$ cat config.mk
export PLATFORM = sky130hd
export DESIGN_NAME = axil_reg_slave
export DESIGN_NICKNAME = d
export VERILOG_FILES = /design/src/rtl/axil_reg_slave.sv
export SDC_FILE = /design/constraint.sdc
export NUM_CORES = 1
export LEC_CHECK = 0
export CORE_AREA = 2 2 263 265
export CTS_BUF_LIST = sky130_fd_sc_hd__clkbuf_2
export CTS_CLUSTER_DIAMETER = 60
export DETAILED_ROUTE_END_ITERATION = 16
export DIE_AREA = 0 0 265 267
export PLACE_DENSITY = 0.58
export SKIP_LAST_GASP = 1
export SLEW_MARGIN = 15
export SYNTH_ARGS = -nofsm -noshare
export SYNTH_HDL_FRONTEND = slang
export SYNTH_SLANG_ARGS = --single-unit
export TNS_END_PERCENT = 50
$ cat constraint.sdc
create_clock -name axi_clock -period 2.1 [get_ports axi_clock]
set_input_delay 0.42 -clock axi_clock [delete_from_list [all_inputs] [get_ports axi_clock]]
set_output_delay 0.42 -clock axi_clock [all_outputs]
set_load 0.05 [all_outputs]
$ cat src/rtl/axil_reg_slave.sv
`timescale 1ns/1ps
// axil_reg_slave
//   AXI4-Lite responder exposing N_CTRL control registers (PS writes, PL
//   reads) followed by N_STAT status registers (PL drives, PS reads).
//   Independent write and read FSMs; byte-strobe writes; SLVERR for writes
//   to status/unmapped words and for reads of unmapped words.
//
// Ports
//   axi_clock, axi_aresetn        clock, asynchronous active-low reset
//   S_AXI_aw*/w*/b*               write address, data and response channels
//   S_AXI_ar*/r*                  read address and data channels
//   ctrl_regs     [32*N_CTRL]     control register contents, reg i at [32i+:32]
//   ctrl_wr_pulse [N_CTRL]        one-cycle strobe per committed write
//   stat_regs     [32*N_STAT]     status inputs, sampled on the AR handshake
//   stat_rd_pulse [N_STAT]        one-cycle strobe per status read
module axil_reg_slave #(
    parameter int N_CTRL = 8,
    parameter int N_STAT = 8
) (
    input  logic                  axi_clock,
    input  logic                  axi_aresetn,
    input  logic [31:0]           S_AXI_awaddr,
    input  logic [2:0]            S_AXI_awprot,
    input  logic                  S_AXI_awvalid,
    output logic                  S_AXI_awready,
    input  logic [31:0]           S_AXI_wdata,
    input  logic [3:0]            S_AXI_wstrb,
    input  logic                  S_AXI_wvalid,
    output logic                  S_AXI_wready,
    output logic [1:0]            S_AXI_bresp,
    output logic                  S_AXI_bvalid,
    input  logic                  S_AXI_bready,
    input  logic [31:0]           S_AXI_araddr,
    input  logic [2:0]            S_AXI_arprot,
    input  logic                  S_AXI_arvalid,
    output logic                  S_AXI_arready,
    output logic [31:0]           S_AXI_rdata,
    output logic [1:0]            S_AXI_rresp,
    output logic                  S_AXI_rvalid,
    input  logic                  S_AXI_rready,
    output logic [32*N_CTRL-1:0]  ctrl_regs,
    output logic [N_CTRL-1:0]     ctrl_wr_pulse,
    input  logic [32*N_STAT-1:0]  stat_regs,
    output logic [N_STAT-1:0]     stat_rd_pulse
);

    localparam logic [1:0] RESP_OKAY   = 2'b00;
    localparam logic [1:0] RESP_SLVERR = 2'b10;

    typedef enum logic [1:0] {W_IDLE, W_COMMIT, W_RESP} w_state_t;
    typedef enum logic       {R_IDLE, R_RESP}           r_state_t;

    w_state_t                  w_state_q, w_state_d;
    logic                      aw_held_q, aw_held_d;
    logic                      w_held_q, w_held_d;
    logic [9:0]                aw_idx_q, aw_idx_d;
    logic [31:0]               wdata_q, wdata_d;
    logic [3:0]                wstrb_q, wstrb_d;
    logic                      awready_q, awready_d;
    logic                      wready_q, wready_d;
    logic                      bvalid_q, bvalid_d;
    logic [1:0]                bresp_q, bresp_d;
    logic [N_CTRL-1:0][31:0]   ctrl_q, ctrl_d;
    logic [N_CTRL-1:0]         ctrl_wr_pulse_q, ctrl_wr_pulse_d;

    r_state_t                  r_state_q, r_state_d;
    logic                      arready_q, arready_d;
    logic                      rvalid_q, rvalid_d;
    logic [31:0]               rdata_q, rdata_d;
    logic [1:0]                rresp_q, rresp_d;
    logic [N_STAT-1:0]         stat_rd_pulse_q, stat_rd_pulse_d;

    // Only address bits [11:2] are decoded; prot is ignored.
    logic unused_ok;
    assign unused_ok = ^{S_AXI_awaddr[31:12], S_AXI_awaddr[1:0], S_AXI_awprot,
                         S_AXI_araddr[31:12], S_AXI_araddr[1:0], S_AXI_arprot};

    // Write path: collect AW and W independently, commit, then respond.
    always_comb begin
        w_state_d       = w_state_q;
        aw_held_d       = aw_held_q;
        w_held_d        = w_held_q;
        aw_idx_d        = aw_idx_q;
        wdata_d         = wdata_q;
        wstrb_d         = wstrb_q;
        bvalid_d        = bvalid_q;
        bresp_d         = bresp_q;
        ctrl_d          = ctrl_q;
        ctrl_wr_pulse_d = '0;

        case (w_state_q)
            W_IDLE: begin
                if (S_AXI_awvalid && awready_q) begin
                    aw_held_d = 1'b1;
                    aw_idx_d  = S_AXI_awaddr[11:2];
                end
                if (S_AXI_wvalid && wready_q) begin
                    w_held_d = 1'b1;
                    wdata_d  = S_AXI_wdata;
                    wstrb_d  = S_AXI_wstrb;
                end
                if (aw_held_d && w_held_d) begin
                    w_state_d = W_COMMIT;
                end
            end
            W_COMMIT: begin
                // Anything that does not match a control word is an error.
                bresp_d = RESP_SLVERR;
                for (int i = 0; i < N_CTRL; i++) begin
                    if (aw_idx_q == 10'(i)) begin
                        for (int b = 0; b < 4; b++) begin
                            if (wstrb_q[b]) begin
                                ctrl_d[i][8*b +: 8] = wdata_q[8*b +: 8];
                            end
                        end
                        // Strobe fires even for an all-zero wstrb.
                        ctrl_wr_pulse_d[i] = 1'b1;
                        bresp_d            = RESP_OKAY;
                    end
                end
                bvalid_d  = 1'b1;
                w_state_d = W_RESP;
            end
            W_RESP: begin
                if (S_AXI_bready) begin
                    bvalid_d  = 1'b0;
                    aw_held_d = 1'b0;
                    w_held_d  = 1'b0;
                    w_state_d = W_IDLE;
                end
            end
            default: w_state_d = W_IDLE;
        endcase

        // Readies are registered from the next state so they rise one edge
        // after reset release and on the edge that completes the B handshake.
        awready_d = (w_state_d == W_IDLE) && !aw_held_d;
        wready_d  = (w_state_d == W_IDLE) && !w_held_d;
    end

    // Read path: decode and capture on the AR handshake, hold until rready.
    always_comb begin
        r_state_d       = r_state_q;
        rvalid_d        = rvalid_q;
        rdata_d         = rdata_q;
        rresp_d         = rresp_q;
        stat_rd_pulse_d = '0;

        case (r_state_q)
            R_IDLE: begin
                if (S_AXI_arvalid && arready_q) begin
                    rdata_d = '0;
                    rresp_d = RESP_SLVERR;
                    // ctrl_q is the pre-write value if a commit shares this edge.
                    for (int i = 0; i < N_CTRL; i++) begin
                        if (S_AXI_araddr[11:2] == 10'(i)) begin
                            rdata_d = ctrl_q[i];
                            rresp_d = RESP_OKAY;
                        end
                    end
                    for (int j = 0; j < N_STAT; j++) begin
                        if (S_AXI_araddr[11:2] == 10'(N_CTRL + j)) begin
                            rdata_d            = stat_regs[32*j +: 32];
                            rresp_d            = RESP_OKAY;
                            stat_rd_pulse_d[j] = 1'b1;
                        end
                    end
                    rvalid_d  = 1'b1;
                    r_state_d = R_RESP;
                end
            end
            R_RESP: begin
                if (S_AXI_rready) begin
                    rvalid_d  = 1'b0;
                    r_state_d = R_IDLE;
                end
            end
            default: r_state_d = R_IDLE;
        endcase

        arready_d = (r_state_d == R_IDLE);
    end

    always_ff @(posedge axi_clock or negedge axi_aresetn) begin
        if (!axi_aresetn) begin
            w_state_q       <= W_IDLE;
            aw_held_q       <= 1'b0;
            w_held_q        <= 1'b0;
            aw_idx_q        <= '0;
            wdata_q         <= '0;
            wstrb_q         <= '0;
            awready_q       <= 1'b0;
            wready_q        <= 1'b0;
            bvalid_q        <= 1'b0;
            bresp_q         <= RESP_OKAY;
            ctrl_q          <= '0;
            ctrl_wr_pulse_q <= '0;
            r_state_q       <= R_IDLE;
            arready_q       <= 1'b0;
            rvalid_q        <= 1'b0;
            rdata_q         <= '0;
            rresp_q         <= RESP_OKAY;
            stat_rd_pulse_q <= '0;
        end else begin
            w_state_q       <= w_state_d;
            aw_held_q       <= aw_held_d;
            w_held_q        <= w_held_d;
            aw_idx_q        <= aw_idx_d;
            wdata_q         <= wdata_d;
            wstrb_q         <= wstrb_d;
            awready_q       <= awready_d;
            wready_q        <= wready_d;
            bvalid_q        <= bvalid_d;
            bresp_q         <= bresp_d;
            ctrl_q          <= ctrl_d;
            ctrl_wr_pulse_q <= ctrl_wr_pulse_d;
            r_state_q       <= r_state_d;
            arready_q       <= arready_d;
            rvalid_q        <= rvalid_d;
            rdata_q         <= rdata_d;
            rresp_q         <= rresp_d;
            stat_rd_pulse_q <= stat_rd_pulse_d;
        end
    end

    assign S_AXI_awready = awready_q;
    assign S_AXI_wready  = wready_q;
    assign S_AXI_bvalid  = bvalid_q;
    assign S_AXI_bresp   = bresp_q;
    assign S_AXI_arready = arready_q;
    assign S_AXI_rvalid  = rvalid_q;
    assign S_AXI_rdata   = rdata_q;
    assign S_AXI_rresp   = rresp_q;
    assign ctrl_regs     = ctrl_q;
    assign ctrl_wr_pulse = ctrl_wr_pulse_q;
    assign stat_rd_pulse = stat_rd_pulse_q;

endmodule

==> flow_summary.toml <==
[pwr]
power_density_mw_per_mm2 = 677
p_leak_uw = 0.0161
combPwrFrac = 0.347
total_power_uw = 22700
clkPwrFrac = 0.227
pwr-share-seq = 0.425
vdd_drop_max_uv = 605
netSwitchingPower_uw = 9310
p_int_uw = 13400
switching_share = 0.410

[routing]
dr.pass1.iters = 6
drc = 0
ant_nets = 0
wl_per_cell_um = 27.9
routed_wirelength_mm = 111
via_per_inst = 5.32
via_count = 21200
drt_iter0_drc = 2043

[min_path]
holdCritPathClass = "primary input to register"
min_from = "stat_regs[116]"
whs_endpoint = "S_AXI_rdata[20]$_DFFE_PN0P_"
whs_path_depth = 4

[synth]
avgSynthCellArea_um2 = 10.7
yosys.area.top_type_share = 0.474
netlist-cell-type-count = 70
synthCells = 1779
synth_mux_area_frac = 0.217
synth_area_mm2 = 0.0191
synthFlopType = "dfrtp_1"
yosys.area_share.xor_xnor = 0
synth_top_family_by_area = "multiplexers"
synth_area_leader_cell = "dfrtp_1"
yosysWarningCount = 0
synth_area_leaders = "dfrtp_1 (47%), mux2_2 (19%), a21oi_1 (3.1%), nor2_1 (3.0%), nand2_1 (2.5%)"
ys_ff_latch = 362
ys_seq_area_frac = 0.474
synthAdderAreaFrac = 0
synth_simple_gate_area_share = 0.106
synthArstFlopShare = 1.00
synth-compound-area-share = 0.169
synth-edff-count = 0

[floorplan]
die_h_um = 267
boundaryPins = 682
die_x_um = 265
rows = 96
initial_utilization = 0.281
core-area_mm2 = 0.0680
dieArea_mm2 = 0.0708

[setup_path]
critPathCaptureType = "register"
required_ps = 3090
worstSetupStartpointType = "register"
timing.rr.start = "w_state_q[1]$_DFF_PN0_"
reg2reg_setup_slack_ps = -200
r2r_end = "ctrl_regs[22]$_DFFE_PN0P_"
critPathArrivalTime_ps = 3290
cp_slowest_stage_delay_ps = 480
path_class = "register to register"
reg2reg_depth = 7
crit_chain = "nand2b_4, or4_4, nor4_4, and2_4, buf_12, nand2_8, mux2_4"
worst-path-buf-inv = 1
cp_slowest_cell = "or4_4"
crit_fanout = 8
path_delay_family = "simple AND/OR/NAND/NOR gates"

[clock_tree]
clk_pin_slew_worst_paths_ps = 100
clockBufferDepth = 3
cts_sinks = 362
cts-buffers-inserted = 103
h-tree-depth = 3
root_buffer = "clkbuf_2"
cts_tree = "yes"
clk_latency_ps = 1200

[timing]
skew_ps = 103
max_freq_ghz = 0.434
hold_slack_ps = 100
relSlewSlack = 0.369
hold_viol = 0
setup_ws_ps = -205
fin_crit_sh = 1.10
setup_viol = 574
worst_pin_slew_ps = 946
period_minus_slack_ps = 2300
slew_violations = 0
rsz0062_at_grt = "yes"

[final_layout]
multi_input_area_mm2 = 0.00994
fill_cells = 6297
regArea_mm2 = 0.00912
drive_above_1_share = 0.482
nets = 3406
postLayoutCoreUtil = 0.494
fin_area_mm2 = 0.0336
syn2layout_area_growth_pct = 75.9

[global_route]
grtUsageTotal = 0.305
grt_max_degree = 71
gr-total-overflow = 0
grt_pass1_wl_mm = 155
antenna_found_initial = 13
grt_pass1_vias = 21600

[placed_design]
gp_congestion = 0.986
pre_cts_ws_ps = -1210
hpwl_mm = 86.1
placed_cell_area_mm2 = 0.0290
io_buffers = 629

[run_status]
outcome = "finished, violations left"
violations = "setup timing"

[job]
cap_violations = 0
layer usage:
metal | vias to the layer above | track usage | share of wire
met5 | - | 0 | 0.00019
li1 | 9234 | - | -
met3 | 233 | 0.0669 | 0.081
met4 | 4 | 0.123 | 0.041
met2 | 1137 | 0.498 | 0.47
met1 | 10600 | 0.393 | 0.41
layout by cell type (no fill, tap or decap), types with 30 or more instances in the layout:
| master | count |
|---|---|
| o22ai_1 | 47 |
| dfrtp_1 | 312 |
| buf_12 | 53 |
| a221oi_1 | 30 |
| clkdlybuf4s50_1 | 315 |
| dlygate4sd3_1 | 85 |
| mux2i_1 | 31 |
| nand2_1 | 102 |
| a21oi_1 | 115 |
| o21ai_0 | 82 |
| nor2_1 | 147 |
| dfrtp_2 | 50 |
| clkbuf_2 | 139 |
| buf_4 | 515 |
| buf_6 | 302 |
| mux2_2 | 314 |
kinds of logic (layout without fill, tap and decap cells):
kind of cell | Yosys count | count (layout)
AO/OA/AOI/OAI | 480 | 480
AND/OR/NAND/NOR | 424 | 424
flip-flops | 362 | 362
other | 1 | 10
multiplexers | 364 | 364
buffers and inverters | 148 | 1471
worst max-delay path by stage:
stage                                from                          end  slack [ps]  cells past startpoint
3_5_place_dp              S_AXI_araddr[7]  S_AXI_rdata[30]$_DFFE_PN0P_       -1210                     10
4_1_cts        ctrl_regs[249]$_DFFE_PN0P_               ctrl_regs[249]        -300                      1
2_1_floorplan             S_AXI_araddr[7]   S_AXI_rdata[0]$_DFFE_PN0P_        -120                      7
3_3_place_gp              S_AXI_araddr[7]  S_AXI_rdata[30]$_DFFE_PN0P_       -1290                     10
6_report           w_state_q[1]$_DFF_PN0_    ctrl_regs[22]$_DFFE_PN0P_        -200                      7
5_1_grt           aw_idx_q[8]$_DFFE_PN0P_    ctrl_regs[22]$_DFFE_PN0P_        -290                      6
stage by stage:
step	cells	TNS (ps)
4_1_cts	3911	-89240
2_1_floorplan	1780	-2310
5_1_grt	3993	-97920
6_report	3993	-48900
3_5_place_dp	3515	-82460
3_3_place_gp	3515	-72700
registers in the layout, indices dropped and copies added (netlist names):
| name | flops |
|---|---|
| S_AXI_arready | 1 |
| S_AXI_awready | 1 |
| S_AXI_bresp | 1 |
| S_AXI_bvalid | 1 |
| S_AXI_rdata | 32 |
| S_AXI_rresp | 1 |
| S_AXI_rvalid | 1 |
| S_AXI_wready | 1 |
| aw_held_q | 1 |
| aw_idx_q | 10 |
| ctrl_regs | 256 |
| ctrl_wr_pulse | 8 |
| r_state_q | 1 |
| stat_rd_pulse | 8 |
| w_held_q | 1 |
| w_state_q | 2 |
| wdata_q | 32 |
| wstrb_q | 4 |
power groups by stage:
stage	Sequential [uW]	Clock, uW	Combinational (uW)
6_report	9670	5170	7900
5_1_grt	9800	5680	8260
3_3_place_gp	9480	0	6860
3_5_place_dp	9530	0	6910
2_1_floorplan	10400	0	2240
4_1_cts	9560	5300	7660
worst reg2reg max path: stages (launching register included):
cell	delay, ps
dfrtp_1	390
nand2b_4	140
or4_4	480
nor4_4	270
and2_4	210
buf_12	160
nand2_8	120
mux2_4	360
cell type report:
cell class / instances / area share
antenna: 8 / 0.000596
clock buffer: 139 / 0.0207
clock inverter: 32 / 0.00514
inverter: 22 / 0.00246
multi-input combinational: 1270 / 0.296
sequential: 362 / 0.272
tap: 882 / 0.0329
timing repair buffer: 1278 / 0.371
timing repair:
| item | CTS | global route |
|---|---|---|
| resized for setup | 1255 | 153 |
| setup endpoints to repair | 567 | 587 |
| hold endpoints to repair | 435 | 0 |
| hold buffers | 86 | 0 |
| pin swaps | 7 | 9 |
| setup buffers | 140 | 75 |
cell usage after synthesis, types with 10 or more instances:
cell,count
a2111oi_0,10
a211o_1,12
a21o_1,14
a21oi_1,118
a221oi_1,31
a22oi_1,22
buf_2,34
clkbuf_1,75
dfrtp_1,362
inv_1,22
mux2_2,316
mux2i_1,32
nand2_1,125
nand2b_1,18
nand3_1,22
nor2_1,152
nor2b_1,19
nor3_1,20
nor4_1,14
o21ai_0,85
o21ai_1,12
o221ai_1,17
o22a_1,15
o22ai_1,47
o32ai_1,24
No activity file was read; power rests on OpenSTA's default activity.
==> patch, RTL diff (config.mk and constraints unchanged) <==
The parameter `N_STAT` goes from 8 to 4.
--- a/src/rtl/axil_reg_slave.sv
+++ b/src/rtl/axil_reg_slave.sv
@@ -15,7 +15,7 @@
 //   stat_rd_pulse [N_STAT]        one-cycle strobe per status read
 module axil_reg_slave #(
     parameter int N_CTRL = 8,
-    parameter int N_STAT = 8
+    parameter int N_STAT = 4
 ) (
     input  logic                  axi_clock,
     input  logic                  axi_aresetn,
Ports: changed (resized stat_rd_pulse and stat_regs); port bits go from 682 to 550. The function was not compared with the original's and may differ.
==> patch against the unedited design <==
  * The flow still finishes with violations (negative setup slack)
  * Routed wire length fell by 23%
  * Hold slack improved by 0.057 ns
  * Total power fell by 12%
  * Synthesized cell count fell by 18%
  * Sequential cell count fell by 4
  * Cell area fell by 13%
  * First-iteration DRC count fell by 36%
  * Setup slack improved by 0.022 ns
  * Clock skew fell by 0.035 ns
  * Sequential power fell by 4.1%
  * Area after synthesis fell by 7.5%
  * Critical endpoint is now ctrl_regs[220]$_DFFE_PN0P_
  * Largest cell class unchanged
  * Highest routed layer unchanged
==> patch: results (changes against the unedited design) <==
* Status: complete, but fails checks (unchanged)
* Failing checks: negative setup slack (unchanged)
* Worst endpoint data arrival time at 3.24 ns (was 3.29 ns)
* Max VDD drop at 0.462 mV (was 0.605 mV)
* Main area contributors after synthesis: dfrtp_1, mux2_2, a21oi_1 (unchanged)
* CTS max path bufs at 3 (unchanged)
* Vias per std cell at 5.14 (was 5.32)
* Yosys cell types at 74 (was 70)
* Worst slack at placement at -0.630 ns (was -1.21 ns)
* Synth top cells by count: dfrtp_1, mux2_2, a21oi_1 (was dfrtp_1, mux2_2, nor2_1)
* Share of cells above drive strength 1 at 54.0% (was 48.2%)
* Worst r2r dst: ctrl_regs[220]$_DFFE_PN0P_ (was ctrl_regs[22]$_DFFE_PN0P_)
* Sequential area share after synthesis at 50.7% (was 47.4%)
* Clock latency at the later pin of the worst-skew pair at 1.10 ns (was 1.20 ns)
* HP Start: stat_regs[79] (was stat_regs[116])
* DR top layer: met5 (unchanged)
* 1st-iter DRT viols at 1,300 (was 2,043)
* Global Route met3 Usage at 5.91% (was 6.69%)
* Main synth FF type: dfrtp_1 (unchanged)
* Hold endpoint: S_AXI_rdata[15]$_DFFE_PN0P_ (was S_AXI_rdata[20]$_DFFE_PN0P_)
* IO buf count at 497 (was 629)
* Setup TNS at -21.53 ns (was -48.90 ns)
* Antenna violations before repair at 4 (was 13)
* Final WS setup at -0.183 ns (was -0.205 ns)
* Setup Skew at 0.0675 ns (was 0.103 ns)
* Mean Syn Cell Area at 12.1 µm² (was 10.7 µm²)
* Nets at 2,647 (was 3,406)
* Largest net degree at the start of global routing at 63 (was 71)
* Global-route wire length before repair at 122 mm (was 155 mm)
* DRT Wirelength at 86.3 mm (was 111 mm)
* TritonCTS Buffers at 98 (was 103)
* Worst r2r src: aw_idx_q[8]$_DFFE_PN0P_ (was w_state_q[1]$_DFF_PN0_)
* GPL Wtd Cong at 0.947 (was 0.986)
* Met3 wire len at 7.17 mm (was 8.99 mm)
* Post-place instance area at 24,900 µm² (was 29,000 µm²)
* Met2 WL at 40.7 mm (was 52.1 mm)
* Crit-path max FO at 5 (was 8)
* GRT met1 Usage at 30.4% (was 39.3%)
* GR Layer Usage met2 at 38.5% (was 49.8%)
* Post-DP HPWL at 62.0 mm (was 86.1 mm)
* Relative slew slack at 34.3% (was 36.9%)
* # setup viols final at 333 (was 574)
* Cells on worst reg2reg path at 8 (was 7)
* Vias in the first global route at 17.9k (was 21.6k)
* Static leakage at 13.7 nW (was 16.1 nW)
* Wl on met1 at 36.0 mm (was 45.8 mm)
-- patch: changes by cell type after synthesis, moves of 13 or more --
cell | unedited run | this run
nor2_1 | 152 | 61
nand3_1 | 22 | 7
o22ai_1 | 47 | 2
mux2i_1 | 32 | 5
o21ai_0 | 85 | 47
o31ai_1 | 1 | 14
a22o_1 | 2 | 15
nand2_1 | 125 | 55
nor4b_1 | 1 | 16
a221oi_2 | 0 | 21
o221a_2 | 3 | 23
o22a_1 | 15 | 36
a21oi_1 | 118 | 73
-- patch: what timing repair did --
item / in CTS / in global routing
endpoints found under the hold margin: 428 / 0
gates resized for setup: 1468 / 105
endpoints found under the setup margin: 563 / 564
buffers inserted: 171 / 50
pin swaps: 4 / 3
hold buffers: 67 / 0
-- patch: metrics by stage --
stage,hold slack (ns),cells
floorplan,0.124,1456
global placement,0.411,2900
detailed placement,0.428,2900
CTS,0.000386,3303
global route,0.0628,3358
finish,0.157,3359
-- patch: cell type report --
type | count | area, µm²
Fill cell | 6461 | 38800
Timing Repair Buffer | 960 | 9520
Clock inverter | 28 | 165
Clock buffer | 137 | 686
Tap cell | 882 | 1100
Antenna cell | 6 | 15.0
Sequential cell | 358 | 9010
Multi-Input combinational cell | 967 | 8560
Inverter | 21 | 78.8
-- patch: critical path, stage by stage (launching register included) --
cell and delay [ns]:
dfrtp_1 0.39, nor3_2 0.23, buf_4 0.14, or3b_4 0.44
nor2_2 0.18, buf_12 0.15, nand2_1 0.13, buf_12 0.24
mux2_2 0.26
-- patch: worst max-delay path by stage --
| stage | from | endpoint | slack, ns | cells after the start |
|---|---|---|---|---|
| 2_1_floorplan | S_AXI_araddr[9] | S_AXI_rdata[16]$_DFFE_PN0P_ | -0.08 | 8 |
| 3_3_place_gp | S_AXI_araddr[9] | S_AXI_rdata[6]$_DFFE_PN0P_ | -0.67 | 10 |
| 3_5_place_dp | S_AXI_araddr[9] | S_AXI_rdata[29]$_DFFE_PN0P_ | -0.63 | 8 |
| 4_1_cts | ctrl_regs[221]$_DFFE_PN0P_ | ctrl_regs[221] | -0.24 | 1 |
| 5_1_grt | aw_idx_q[8]$_DFFE_PN0P_ | ctrl_regs[0]$_DFFE_PN0P_ | -0.26 | 7 |
| 6_report | aw_idx_q[8]$_DFFE_PN0P_ | ctrl_regs[220]$_DFFE_PN0P_ | -0.18 | 8 |
-- patch: cells by family after synthesis --
family                 count (synthesis)  share of synthesized area (%)
buffers and inverters                131                           3.32
other                                  1                         0.0212
multiplexers                         323                           20.7
flip-flops                           358                           50.7
AND/OR/NAND/NOR                      274                           8.71
AO/OA/AOI/OAI                        368                           16.6
-- patch: power breakdown --
part           switching [mW]  internal (mW)  leakage (nW)
clock network            3.09           1.99         0.649
logic                    3.00           2.69          8.27
registers                1.62           7.65          4.82
